--- config.mk ---
export PLATFORM = sky130hd
export DESIGN_NAME = id_ex_operand_stage
export DESIGN_NICKNAME = d
export VERILOG_FILES = /design/src/rtl/mips_defs_pkg.sv /design/src/rtl/operand_fwd_mux.sv /design/src/rtl/id_ex_operand_stage.sv
export SDC_FILE = /design/constraint.sdc
export NUM_CORES = 1
export LEC_CHECK = 0
export BUFFER_PORTS_ARGS = -buffer_cell sky130_fd_sc_hd__buf_2
export CORE_ASPECT_RATIO = 0.5
export CORE_MARGIN = 5
export CORE_UTILIZATION = 45
export CTS_CLUSTER_DIAMETER = 30
export DETAILED_ROUTE_END_ITERATION = 10
export PLACE_DENSITY = 0.78
export SYNTH_ARGS = -nofsm -noshare
export SYNTH_HDL_FRONTEND = slang
export SYNTH_SLANG_ARGS = --single-unit
--- constraint.sdc ---
create_clock -name clk -period 3.55 [get_ports clk]
set_clock_uncertainty 0.1 [all_clocks]
set_input_delay 0.1775 -clock clk [delete_from_list [all_inputs] [get_ports clk]]
set_output_delay 0.1775 -clock clk [all_outputs]
set_load 0.005 [all_outputs]
--- src/rtl/mips_defs_pkg.sv ---
// Shared MIPS datapath definitions: ALU function codes, forward-select encoding
// and the hard-wired zero register index.
package mips_defs_pkg;

    localparam logic [5:0] ALUFUNC_ADD = 6'b000000;
    localparam logic [5:0] ALUFUNC_SUB = 6'b000001;
    localparam logic [5:0] ALUFUNC_AND = 6'b000100;
    localparam logic [5:0] ALUFUNC_OR  = 6'b000101;
    localparam logic [5:0] ALUFUNC_XOR = 6'b000110;
    localparam logic [5:0] ALUFUNC_SLL = 6'b100000;
    localparam logic [5:0] ALUFUNC_SRL = 6'b100001;
    localparam logic [5:0] ALUFUNC_SRA = 6'b100011;

    localparam int SHAMT_W = 5;

    typedef enum logic [1:0] {
        FWD_REG = 2'd0,
        FWD_MEM = 2'd1,
        FWD_WB  = 2'd2
    } fwd_sel_e;

    localparam logic [4:0] REG_ZERO = 5'd0;

endpackage

--- src/rtl/operand_fwd_mux.sv ---
// Per-operand RAW forwarding mux: MEM result beats WB result beats the latched
// regfile value; register $0 always reads zero.
module operand_fwd_mux
    import mips_defs_pkg::*;
#(
    parameter int DW = 32,
    parameter int AW = 5
)
(
    input  logic [AW-1:0] src,
    input  logic [DW-1:0] latched,
    input  logic          mem_reg_write,
    input  logic [AW-1:0] mem_wr_addr,
    input  logic [DW-1:0] mem_wr_data,
    input  logic          wb_reg_write,
    input  logic [AW-1:0] wb_wr_addr,
    input  logic [DW-1:0] wb_wr_data,
    output logic [DW-1:0] data,
    output fwd_sel_e      sel
);

    always_comb begin
        sel  = FWD_REG;
        data = latched;
        if (src == AW'(REG_ZERO)) begin
            data = '0;
        end else if (mem_reg_write && (mem_wr_addr == src)) begin
            sel  = FWD_MEM;
            data = mem_wr_data;
        end else if (wb_reg_write && (wb_wr_addr == src)) begin
            sel  = FWD_WB;
            data = wb_wr_data;
        end
    end

endmodule

--- src/rtl/id_ex_operand_stage.sv ---
// ID/EX pipeline register with MEM/WB operand forwarding, A/B operand select
// and load-use hazard detection feeding the ALU.
module id_ex_operand_stage
    import mips_defs_pkg::*;
#(
    parameter int DW = 32,
    parameter int AW = 5,
    parameter int FW = 6
)
(
    input  logic          clk,
    input  logic          reset,
    input  logic          id_valid,
    input  logic [AW-1:0] id_rs_addr,
    input  logic [AW-1:0] id_rt_addr,
    input  logic          id_uses_rs,
    input  logic          id_uses_rt,
    input  logic [DW-1:0] id_rs_data,
    input  logic [DW-1:0] id_rt_data,
    input  logic [DW-1:0] id_imm,
    input  logic [4:0]    id_shamt,
    input  logic          id_asel_shamt,
    input  logic          id_bsel_imm,
    input  logic          id_signed,
    input  logic [FW-1:0] id_alufunc,
    input  logic [AW-1:0] id_wr_addr,
    input  logic          id_reg_write,
    input  logic          id_mem_read,
    input  logic          ex_hold,
    input  logic          ex_flush,
    input  logic          mem_reg_write,
    input  logic [AW-1:0] mem_wr_addr,
    input  logic [DW-1:0] mem_wr_data,
    input  logic          wb_reg_write,
    input  logic [AW-1:0] wb_wr_addr,
    input  logic [DW-1:0] wb_wr_data,
    output logic [DW-1:0] alu_a,
    output logic [DW-1:0] alu_b,
    output logic          alu_signed,
    output logic [FW-1:0] alu_func,
    output logic          ex_valid,
    output logic [AW-1:0] ex_wr_addr,
    output logic          ex_reg_write,
    output logic          ex_mem_read,
    output logic [DW-1:0] ex_store_data,
    output logic          load_use_stall
);

    logic               vld_p1;
    logic [AW-1:0]      rs_addr_p1;
    logic [AW-1:0]      rt_addr_p1;
    logic [DW-1:0]      rs_data_p1;
    logic [DW-1:0]      rt_data_p1;
    logic [DW-1:0]      imm_p1;
    logic [SHAMT_W-1:0] shamt_p1;
    logic               asel_shamt_p1;
    logic               bsel_imm_p1;
    logic               signed_p1;
    logic [FW-1:0]      alufunc_p1;
    logic [AW-1:0]      wr_addr_p1;
    logic               reg_write_p1;
    logic               mem_read_p1;

    logic [DW-1:0]      fwd_rs;
    logic [DW-1:0]      fwd_rt;
    fwd_sel_e           rs_sel;
    fwd_sel_e           rt_sel;
    logic               rs_conflict;
    logic               rt_conflict;

    operand_fwd_mux #(.DW(DW), .AW(AW)) u_fwd_rs (
        .src           (rs_addr_p1),
        .latched       (rs_data_p1),
        .mem_reg_write (mem_reg_write),
        .mem_wr_addr   (mem_wr_addr),
        .mem_wr_data   (mem_wr_data),
        .wb_reg_write  (wb_reg_write),
        .wb_wr_addr    (wb_wr_addr),
        .wb_wr_data    (wb_wr_data),
        .data          (fwd_rs),
        .sel           (rs_sel)
    );

    operand_fwd_mux #(.DW(DW), .AW(AW)) u_fwd_rt (
        .src           (rt_addr_p1),
        .latched       (rt_data_p1),
        .mem_reg_write (mem_reg_write),
        .mem_wr_addr   (mem_wr_addr),
        .mem_wr_data   (mem_wr_data),
        .wb_reg_write  (wb_reg_write),
        .wb_wr_addr    (wb_wr_addr),
        .wb_wr_data    (wb_wr_data),
        .data          (fwd_rt),
        .sel           (rt_sel)
    );

    assign rs_conflict    = id_uses_rs && (id_rs_addr == wr_addr_p1);
    assign rt_conflict    = id_uses_rt && (id_rt_addr == wr_addr_p1);
    assign load_use_stall = id_valid && vld_p1 && mem_read_p1 &&
                            (wr_addr_p1 != AW'(REG_ZERO)) && (rs_conflict || rt_conflict);

    // ID -> EX register (p1)
    always_ff @(posedge clk or posedge reset) begin
        if (reset) begin
            vld_p1        <= 1'b0;
            rs_addr_p1    <= '0;
            rt_addr_p1    <= '0;
            rs_data_p1    <= '0;
            rt_data_p1    <= '0;
            imm_p1        <= '0;
            shamt_p1      <= '0;
            asel_shamt_p1 <= 1'b0;
            bsel_imm_p1   <= 1'b0;
            signed_p1     <= 1'b0;
            alufunc_p1    <= ALUFUNC_ADD;
            wr_addr_p1    <= '0;
            reg_write_p1  <= 1'b0;
            mem_read_p1   <= 1'b0;
        end else if (ex_flush) begin
            vld_p1       <= 1'b0;
            reg_write_p1 <= 1'b0;
            mem_read_p1  <= 1'b0;
        end else if (ex_hold) begin
            // Capture forwarded values so they survive MEM/WB retiring during the hold.
            if (rs_sel != FWD_REG) rs_data_p1 <= fwd_rs;
            if (rt_sel != FWD_REG) rt_data_p1 <= fwd_rt;
        end else if (load_use_stall) begin
            vld_p1       <= 1'b0;
            reg_write_p1 <= 1'b0;
            mem_read_p1  <= 1'b0;
        end else begin
            vld_p1        <= id_valid;
            rs_addr_p1    <= id_rs_addr;
            rt_addr_p1    <= id_rt_addr;
            rs_data_p1    <= id_rs_data;
            rt_data_p1    <= id_rt_data;
            imm_p1        <= id_imm;
            shamt_p1      <= id_shamt;
            asel_shamt_p1 <= id_asel_shamt;
            bsel_imm_p1   <= id_bsel_imm;
            signed_p1     <= id_signed;
            alufunc_p1    <= id_alufunc;
            wr_addr_p1    <= id_wr_addr;
            reg_write_p1  <= id_reg_write;
            mem_read_p1   <= id_mem_read;
        end
    end

    // EX operand select (combinational after p1)
    assign alu_a         = asel_shamt_p1 ? {{(DW-SHAMT_W){1'b0}}, shamt_p1} : fwd_rs;
    assign alu_b         = bsel_imm_p1 ? imm_p1 : fwd_rt;
    assign ex_store_data = fwd_rt;
    assign alu_signed    = signed_p1;
    assign alu_func      = alufunc_p1;
    assign ex_valid      = vld_p1;
    assign ex_wr_addr    = wr_addr_p1;
    assign ex_reg_write  = vld_p1 && reg_write_p1;
    assign ex_mem_read   = vld_p1 && mem_read_p1;

endmodule
==> impl_results.md <==
* CTS Root Cell: clkbuf_16
* Setup repair after global routing missed its margin: no
* Category of the worst setup path capture point: primary output
* Number of nets still failing antenna checks after routing at 0
* Die width at 200 um
* Global route total overflow at 0
* DP HPWL at 22100 um
* Total Negative Setup Slacks at 0 ps
* Number of violations reported at the end of detailed-routing iteration 0 at 874
* Detailed-route via count at 9238
* Syn Std Cell Area at 0.00809 mm2
* Worst slew margin relative to its limit at 41.2%
* Worst endpoint data arrival time at 3050 ps
* P_leak at 5.32 nW
* CTS Hold Bufs at 100
* CTS sink count at 128
* Vias in the first global route at 9611
* Number of enable flip-flop cells after synthesis at 0
* Highest-count cells in the layout ignoring fill and taps: buf_2, nand2_1, dfrtp_1
* Wire length reported by the detailed router at 32000 um
* Top achievable clock speed at 0.301 GHz
* Clock tree buffer depth at 2
* Beginning of the worst hold path: id_rt_data[4]
* Total count of hold-check failures in the final report at 0
* Hold-critical path depth at 3
* Number of remaining DRC errors at 0
* Global placement routability congestion at 0.893
* Worst min-delay path class: in2reg
* Reg-to-Reg End: rs_data_p1[17]
* Core area at 0.0175 mm2
* I/O pin count at 322
* 1st-pass router iterations at 7
* WP data required at 3270 ps
* Reg-to-reg critical path startpoint: rs_addr_p1[4]
* Path type of the worst setup path: reg2out
* Detailed-route vias per instance at 5.96
* Share of synthesized flip-flops with an asynchronous set or reset at 100%
* Fraction of layout cells with a size suffix above 1 at 32.8%
* Global-route wire length before repair at 50800 um
* WHS Endpoint: rt_data_p1[4]
* Fin crit period at 3320 ps
* Post-layout net count at 1510
* #FFs+latches synth at 128
* Max-capacitance violation count at 0
* Power density over cell area at 451 mW/mm2
* Synthesis warning total at 0
* Area of the die at 0.0209 mm2
* Initial Util at 46.1%
* Crit path cell chain: xnor2_2, nand2_1, buf_4, o21ai_0, a311oi_1, mux2_2, buf_2
* Post-CTS clock slew at the launch and capture registers of the worst setup and hold paths at 60 ps
* Post-synthesis cell count at 915
* Highest cell delay on the worst timing path at 710 ps
* CP Max Fanout at 17
* Post-synthesis sequential area ratio at 39.6%
* CP Launch Type: register
* Number of buffers created by CTS at 17
* Quantity of I/O buffers inserted on ports at 321
* Area Overhead vs Synth at 42.5%
* # H-tree levels at 4
* Overall routing resource usage at 29.9%
* Largest net degree at the start of global routing at 74
* Setup-failing EPs final at 0
* Library cell contributing the largest single delay on the critical path: a311oi_1
* Number of max-slew violations in the final report at 0
* Predominant post-synthesis flop cell: dfrtp_1
* Worst-margin pin slew at 879 ps
* Hold Worst Slack at 9.25 ps
* Buffers inserted during post-CTS setup optimization at 0
* R2R cell count at 8
* Run status: finished clean
* Most common library cell in the layout ignoring fill and taps: buf_2
* Antenna violations before repair at 0
* Routed wirelength normalized by instance count at 20.7 um
* Net count after synthesis at 1125
* Clock tree from TritonCTS: built
* Maximum ir drop on the vdd rail at 0.379 mV
* Avg Synthesized Cell Area at 8.84 um2
* Clock latency reported for the late side of the worst-skew pair at 420 ps
* Number of rows in the core area at 34
* Post-synth cell types at 44
* Tcrit/Tclk final at 93.6%
* R2R setup slack at 340 ps
* CTS-repair resized insts at 0
* Vertical die dimension at 105 um
-- Yosys cell counts, drive strengths merged, types with 7 or more instances --
| master | n | area, um2 |
|---|---|---|
| a311oi | 31 | 272 |
| a211oi | 32 | 240 |
| o21ai | 35 | 186 |
| mux2i | 59 | 591 |
| mux2 | 32 | 360 |
| nor2 | 39 | 149 |
| and2 | 7 | 43.8 |
| o21a | 32 | 240 |
| nor3 | 31 | 155 |
| xor2 | 12 | 105 |
| inv | 30 | 113 |
| a222oi | 27 | 270 |
| nand2 | 194 | 736 |
| nand3 | 13 | 65.1 |
| xnor2 | 18 | 158 |
| clkbuf | 48 | 180 |
| o22a | 33 | 289 |
| buf | 35 | 175 |
| nand4 | 39 | 244 |
| dfrtp | 128 | 3200 |
-- power by group --
part	internal [mW]	switching [mW]	total, mW
clock network	1.12	0.695	1.82
logic	0.739	0.838	1.58
registers	1.66	0.143	1.80
-- critical path: cells and delay by family (launching register included) --
kind	cells	cell delay [ps]
AOI/OAI and AO/OA	2	840
DFF	1	460
and+or+nand+nor	1	440
buffers and inverters	2	420
muxes	1	290
xor gates and xnor gates	1	170
-- worst max path at each step --
stage / startpoint / to / slack [ps] / cells after the start
2_1_floorplan: rt_addr_p1[2] / rt_data_p1[11] / 1360 / 8
3_3_place_gp: rs_addr_p1[4] / rs_data_p1[21] / 870 / 6
3_5_place_dp: rs_addr_p1[4] / rs_data_p1[16] / 820 / 6
4_1_cts: rt_addr_p1[2] / alu_b[13] / 320 / 7
5_1_grt: rt_addr_p1[2] / alu_b[13] / 210 / 7
6_report: rt_addr_p1[2] / alu_b[13] / 230 / 7
-- metrics by stage --
| stage | cell area (um2) | util (%) | instances | worst slack, ps | total power [mW] |
|---|---|---|---|---|---|
| after CTS | 11500 | 65.7 | 1547 | 324 | 5.21 |
| after detailed placement | 9920 | 56.6 | 1415 | 822 | 3.28 |
| after global routing | 11500 | 65.7 | 1547 | 211 | 5.44 |
| after global placement | 9920 | 56.6 | 1415 | 874 | 3.24 |
| after floorplan | 8090 | - | 915 | 1360 | 2.60 |
| final | 11500 | 65.8 | 1549 | 225 | 5.20 |
-- cells by family (layout without fill, tap and decap cells) --
family                    after synthesis  count (layout)  share of synthesized area [%]
muxes                                  91              91                           11.8
xor gates and xnor gates               30              30                           3.25
buffers and inverters                 113             511                           5.79
AOI/OAI and AO/OA                     213             213                           20.8
DFF                                   128             128                           39.6
and+or+nand+nor                       340             340                           18.8
other                                   0               2                              0
-- registers in the layout, indices dropped and copies added, names as in the netlist, 5 cells and up --
register / cells
alu_func: 6
ex_wr_addr: 5
imm_p1: 32
rs_addr_p1: 5
rs_data_p1: 32
rt_addr_p1: 5
rt_data_p1: 32
shamt_p1: 5
-- final cells by class --
type                            instances  area, um2
Fill cell                            1421       6000
Multi-Input combinational cell        674       4460
Sequential cell                       128       3200
Timing Repair Buffer                  449       2840
Clock buffer                           19        443
Tap cell                              234        293
Clock inverter                         13        161
Inverter                               30        116
Antenna cell                            2       5.00
-- per-layer routing --
metal	wire, um	up-vias	track usage, %
li1	-	4132	-
met1	13000	4487	38.1
met2	15400	508	49.6
met3	2450	111	6.91
met4	1130	0	11.8
met5	0	-	0
Note: power is estimated with default switching activity, not from simulation.
